## src/rtl/cpu_run_monitor.sv

```systemverilog
// cpu_run_monitor: watches a core's retire stream, keeps a small trace FIFO
// of retired (pc, inst) pairs, shadows x10 (a0), and decides when the run is
// over: ecall retired, too many cycles without a retire, or the overall
// cycle limit. After the run ends the trace drains, then DONE holds.
module cpu_run_monitor #(
  parameter int                XLEN        = 32,
  parameter int                DEPTH       = 8,     // power of 2, >= 2
  parameter int                TIMEOUT     = 5000,
  parameter int                STALL_LIMIT = 16,
  parameter logic [XLEN-1:0]   HALT_INST   = XLEN'(32'h00000073)
) (
  input  logic            clk,
  input  logic            reset,        // synchronous, active low
  input  logic            retire_valid,
  input  logic [XLEN-1:0] retire_pc,
  input  logic [XLEN-1:0] retire_inst,
  input  logic            wb_en,
  input  logic [4:0]      wb_rd,
  input  logic [XLEN-1:0] wb_data,
  output logic            trace_valid,
  input  logic            trace_ready,
  output logic [XLEN-1:0] trace_pc,
  output logic [XLEN-1:0] trace_inst,
  output logic [XLEN-1:0] a10,
  output logic [31:0]     cycle_count,
  output logic [31:0]     retire_count,
  output logic            done,
  output logic [1:0]      done_cause,
  output logic            overflow
);

  localparam int AW = (DEPTH > 1) ? $clog2(DEPTH) : 1;
  localparam int CW = $clog2(DEPTH + 1);
  localparam int IW = $clog2(STALL_LIMIT + 1);

  localparam logic [1:0] CAUSE_ECALL   = 2'd1;
  localparam logic [1:0] CAUSE_STALL   = 2'd2;
  localparam logic [1:0] CAUSE_TIMEOUT = 2'd3;

  typedef enum logic [1:0] {RUN, DRAIN, DONE} state_t;

  typedef struct packed {
    logic [XLEN-1:0] pc;
    logic [XLEN-1:0] inst;
  } trace_t;

  state_t          state, state_nx;
  logic [1:0]      cause_nx;

  trace_t          mem [DEPTH];
  logic [AW-1:0]   wptr, rptr, rptr_nx;
  logic [CW-1:0]   count, count_nx;
  trace_t          head_nx;
  trace_t          wr_ent;

  logic [IW-1:0]   idle;

  logic            push, pop, full, wr, drop;
  logic            halt_hit, stall_hit, tmo_hit;

  // Handshake decode: retires only enter the trace while the run is live;
  // a pop is a plain valid/ready handshake on the registered head.
  always_comb begin
    push      = retire_valid && (state == RUN);
    pop       = trace_valid && trace_ready;
    full      = (count == CW'(DEPTH));
    wr        = push && (!full || pop);   // pop frees the slot in the same edge
    drop      = push && full && !pop;
    halt_hit  = push && (retire_inst == HALT_INST);
    stall_hit = (idle == IW'(STALL_LIMIT));
    tmo_hit   = (cycle_count == 32'(TIMEOUT - 1));
    wr_ent    = '{pc: retire_pc, inst: retire_inst};
  end

  // Next FIFO bookkeeping and the entry that will sit at the head next cycle.
  // When the FIFO is (or becomes, after this pop) empty, the head is the
  // entry being written right now, so bypass it straight to the outputs.
  always_comb begin
    rptr_nx  = pop ? rptr + AW'(1) : rptr;
    count_nx = count;
    case ({wr, pop})
      2'b10:   count_nx = count + CW'(1);
      2'b01:   count_nx = count - CW'(1);
      default: count_nx = count;
    endcase
    if (wr && (count == (pop ? CW'(1) : CW'(0))))
      head_nx = wr_ent;
    else
      head_nx = mem[rptr_nx];
  end

  // Trace storage; contents are don't-care until counted, so no reset here.
  always_ff @(posedge clk) begin
    if (wr) mem[wptr] <= wr_ent;
  end

  // FIFO pointers, occupancy and the registered head outputs.
  always_ff @(posedge clk) begin
    if (!reset) begin
      wptr        <= '0;
      rptr        <= '0;
      count       <= '0;
      trace_valid <= 1'b0;
      trace_pc    <= '0;
      trace_inst  <= '0;
    end else begin
      if (wr) wptr <= wptr + AW'(1);
      rptr        <= rptr_nx;
      count       <= count_nx;
      trace_valid <= (count_nx != '0);
      // Only move the head when something is there; holding it otherwise
      // keeps the outputs stable under back-pressure for free.
      if (count_nx != '0) begin
        trace_pc   <= head_nx.pc;
        trace_inst <= head_nx.inst;
      end
    end
  end

  // Run-control state register plus registered done/cause.
  always_ff @(posedge clk) begin
    if (!reset) begin
      state      <= RUN;
      done       <= 1'b0;
      done_cause <= 2'd0;
    end else begin
      state      <= state_nx;
      done       <= (state_nx == DONE);
      done_cause <= cause_nx;
    end
  end

  // Next state: halt conditions only matter while running, ecall wins over
  // stall which wins over timeout; drain waits for an empty trace.
  always_comb begin
    state_nx = state;
    cause_nx = done_cause;
    case (state)
      RUN: begin
        if (halt_hit) begin
          state_nx = DRAIN;
          cause_nx = CAUSE_ECALL;
        end else if (stall_hit) begin
          state_nx = DRAIN;
          cause_nx = CAUSE_STALL;
        end else if (tmo_hit) begin
          state_nx = DRAIN;
          cause_nx = CAUSE_TIMEOUT;
        end
      end
      DRAIN:   if (count == '0) state_nx = DONE;
      DONE:    state_nx = DONE;
      default: state_nx = RUN;
    endcase
  end

  // Run statistics: cycles (frozen once done, saturating), retires seen while
  // running (dropped ones included), idle gap since the last retire, and the
  // sticky overflow flag.
  always_ff @(posedge clk) begin
    if (!reset) begin
      cycle_count  <= '0;
      retire_count <= '0;
      idle         <= '0;
      overflow     <= 1'b0;
    end else begin
      if (state != DONE && cycle_count != '1)
        cycle_count <= cycle_count + 32'd1;
      if (push)
        retire_count <= retire_count + 32'd1;
      if (state == RUN) begin
        if (retire_valid)
          idle <= '0;
        else if (idle != IW'(STALL_LIMIT))
          idle <= idle + IW'(1);
      end
      if (drop)
        overflow <= 1'b1;
    end
  end

  // Shadow of a0 (x10); tracks writeback in every state so the final
  // return value is visible after the run ends.
  always_ff @(posedge clk) begin
    if (!reset)
      a10 <= '0;
    else if (wb_en && wb_rd == 5'd10)
      a10 <= wb_data;
  end

endmodule

```

## config.mk

```make
export PLATFORM = sky130hd
export DESIGN_NAME = cpu_run_monitor
export DESIGN_NICKNAME = d
export VERILOG_FILES = /design/src/rtl/cpu_run_monitor.sv
export SDC_FILE = /design/constraint.sdc
export NUM_CORES = 1
export LEC_CHECK = 0
export ABC_AREA = 0
export BUFFER_PORTS_ARGS = -buffer_cell sky130_fd_sc_hd__buf_2
export CORE_ASPECT_RATIO = 1.2
export CORE_UTILIZATION = 50
export CTS_BUF_LIST = sky130_fd_sc_hd__clkbuf_4 sky130_fd_sc_hd__clkbuf_8 sky130_fd_sc_hd__clkbuf_16
export DETAILED_ROUTE_END_ITERATION = 10
export PLACE_DENSITY = 0.72
export SLEW_MARGIN = 5
export SYNTH_ARGS = -nofsm -noshare
export SYNTH_HDL_FRONTEND = slang
export SYNTH_SLANG_ARGS = --single-unit
```

## constraint.sdc

```tcl
create_clock -name clk -period 10.8 [get_ports clk]
set_input_delay 1.08 -clock clk [delete_from_list [all_inputs] [get_ports clk]]
set_output_delay 1.08 -clock clk [all_outputs]
set_load 0.05 [all_outputs]
```

==> qor.txt <==
Setup Skew = 35.0 ps
Sequential fraction of the synthesis area = 67.6%
Die area = 0.0572 mm2
Cell Chain, Critical Path = buf_2, a21bo_4, buf_4, nand2_8, buf_4, mux2i_1, a2111oi_0, mux2i_1, o21ai_2
Max Transition Viols Final = 0
Layout cells sized above 1 = 24.5%
CTS Buf Count = 69
Area growth, synth to finish = 15.0%
Drt pass-1 iters = 5
CTS tree = built
I/O Pins = 271
Post-CTS Repair Setup Buffers = 0
EDFF count, synth = 512
Ys flop type = edfxtp_1
Final Critical Period = 4430 ps
CP delay by family, top = buffers and inverters
Final Hold Fails = 0
WL/cell = 22.4 um
Slowest CP cell = buf_4
H-tree levels = 3
Post-Syn Nets = 2,179
Worst slew pin tran = 1170 ps
Post-detailed-route DRC marker count = 0
Initial core utilization = 51.0%
WHS Endpoint = trace_inst[7]
Gate Count Post-Synth = 2,066
Fmax = 0.226 GHz
Nets = 2,402
Most frequent cells in the layout = edfxtp_1, buf_2, and3_1, a211oi_1, dfxtp_1
Post-DP Area = 0.0301 mm2
Fin area = 0.0324 mm2
Hold path cells = 2
Hold path start = trace_inst[7]
Clock-pin slew on the worst setup and hold paths = 60 ps
Initial antenna violation count = 3
Crit-path max FO = 117
Max-slew headroom = 21.8%
GP Congestion = 0.804
Reg-to-Reg End = trace_pc[0]
Design Power = 6.82 mW
Worst setup slack after placement = 5820 ps
RSZ-0062 raised after global routing = false
Worst R2R Setup Slack = 6470 ps
Max incr delay on CP = 780 ps
Final HPWL from detailed placement = 38.2 mm
CTS max path bufs = 3
CP endpoint kind = flip-flop
WP data required = 11,330 ps
CTS Hold Bufs = 0
Clock root buffer = clkbuf_16
PortBufs = 270
Die X = 219 um
Worst vdd ir = 164 uV
ANT nets after route = 0
Pwr dens = 211 mW/mm2
Static Leak = 11.7 nW
Final Cycle Share = 41.0%
Async set-or-reset flop fraction in the synthesized netlist = 0%
Critical path class = input port to flip-flop
Maxcap violations = 0
Cts repair resizes = 0
Die Y = 262 um
Synth Cell Area = 0.0281 mm2
Post-synthesis register bit count = 694
CTS Sinks = 694
Core Region = 0.0552 mm2
First-pass GRT wire length = 104 mm
Worst Slack Setup Final = 6370 ps
Reg2reg path depth = 8
Setup TNS = 0 ps
WL final = 68.6 mm
Fin util = 58.7%
Startpoint types = input port
Run status = finished, final reports clean
Iteration-0 DRC Markers = 1,403
Number of distinct library cells after synthesis = 65
Largest net degree at the start of global routing = 118
Total GRT Usage = 23.7%
Vias in the first global route = 18,000
Critical path buffers and inverters = 3
Clk_lat worst skew = 610 ps
RR Startpoint = trace_valid
Grt total ovfl = 0
Syn_area_per_cell = 13.6 um2
YS warnings = 0
Row cnt = 94
Filler Cell Count = 4,233
Worst endpoint data arrival time = 4960 ps
Count of final setup violators = 0
Hold Path Class = flip-flop to flip-flop
Vias per Instance = 6.01
Vias = 18,400
Most common cell after layout, fill and taps aside = edfxtp_1
[state kept, by name, summed over array words and instances (netlist names)]
signal	cells
mem	512
a10	32
cycle_count	32
retire_count	32
trace_inst	32
trace_pc	32
idle	5
count	4
rptr	3
wptr	3
done_cause	2
state	2
done	1
overflow	1
trace_valid	1
[worst max-delay path by stage]
stage / start / endpoint / slack, ps / depth (start not counted)
after detailed placement: retire_valid / trace_inst[0] / 5820 / 12
after CTS: retire_valid / trace_inst[0] / 6440 / 12
after global placement: trace_ready / trace_pc[15] / 5870 / 9
after floorplan: trace_ready / mem[0][0] / 2310 / 5
final: trace_ready / trace_pc[0] / 6370 / 9
after global routing: retire_valid / trace_inst[0] / 6190 / 12
[worst register-to-register path, cell delays in order, from the launching register on]
cell and delay (ps):
dfxtp_1 530, a21bo_4 170, buf_4 780, nand2_8 750, buf_4 810, mux2i_1 290, a2111oi_0 620, mux2i_1 180
o21ai_2 150
[kinds of logic after synthesis]
group	count (synthesis)	synth area share (%)
flip-flops	694	67.6
AND/OR/NAND/NOR	595	11.7
AO/OA/AOI/OAI	420	11.2
buffers and inverters	160	2.55
multiplexers	132	4.83
XOR/XNOR	58	1.81
adder cells (fa/ha/maj)	7	0.311
[layout make-up]
cell class	count	area (um2)	share of cell area [%]
tap	720	901	2.78
timing repair buffer	298	1560	4.82
sequential	694	19000	58.7
antenna	1	2.50	0.00773
clock inverter	34	303	0.935
inverter	14	52.6	0.162
clock buffer	94	2000	6.17
multi-input combinational	1212	8540	26.4
[per-stage QoR]
stage / instances / hold WS, ps
after floorplan: 2066 / 479
after global placement: 2938 / 434
after detailed placement: 2938 / 442
after CTS: 3066 / 450
after global routing: 3066 / 464
final: 3067 / 446
[synthesized netlist by cell type, drive strengths merged, types with 5 or more instances]
library cell,instances,area [um2]
buf,52,310
a211oi,193,1450
nor3,21,110
and3,199,1240
nor2,77,292
and2,10,65.1
clkbuf,94,354
xor2,23,201
a21oi,60,300
a2111oi,64,579
or3,16,100
nor4b,5,43.8
xnor2,35,307
inv,14,52.6
nand3,31,155
nor4,18,113
ha,7,87.6
nand2,170,793
and4,9,78.8
mux2i,129,1290
edfxtp,512,15400
nand4,18,119
dfxtp,182,3640
o21ai,83,641
[layer usage]
layer / GRT usage, % / up-vias / share of wire, %
met2: 41.1 / 657 / 51
li1: - / 8455 / -
met4: 8.78 / 4 / 2.4
met5: 0 / - / 0.032
met1: 29.7 / 9195 / 40
met3: 3.87 / 108 / 6.4
[power breakdown]
| group | switching [mW] | internal (mW) |
|---|---|---|
| Clock | 0.998 | 1.40 |
| Sequential | 0.0948 | 3.02 |
| Combinational | 0.935 | 0.371 |
Power figures use the tool's default switching activity.
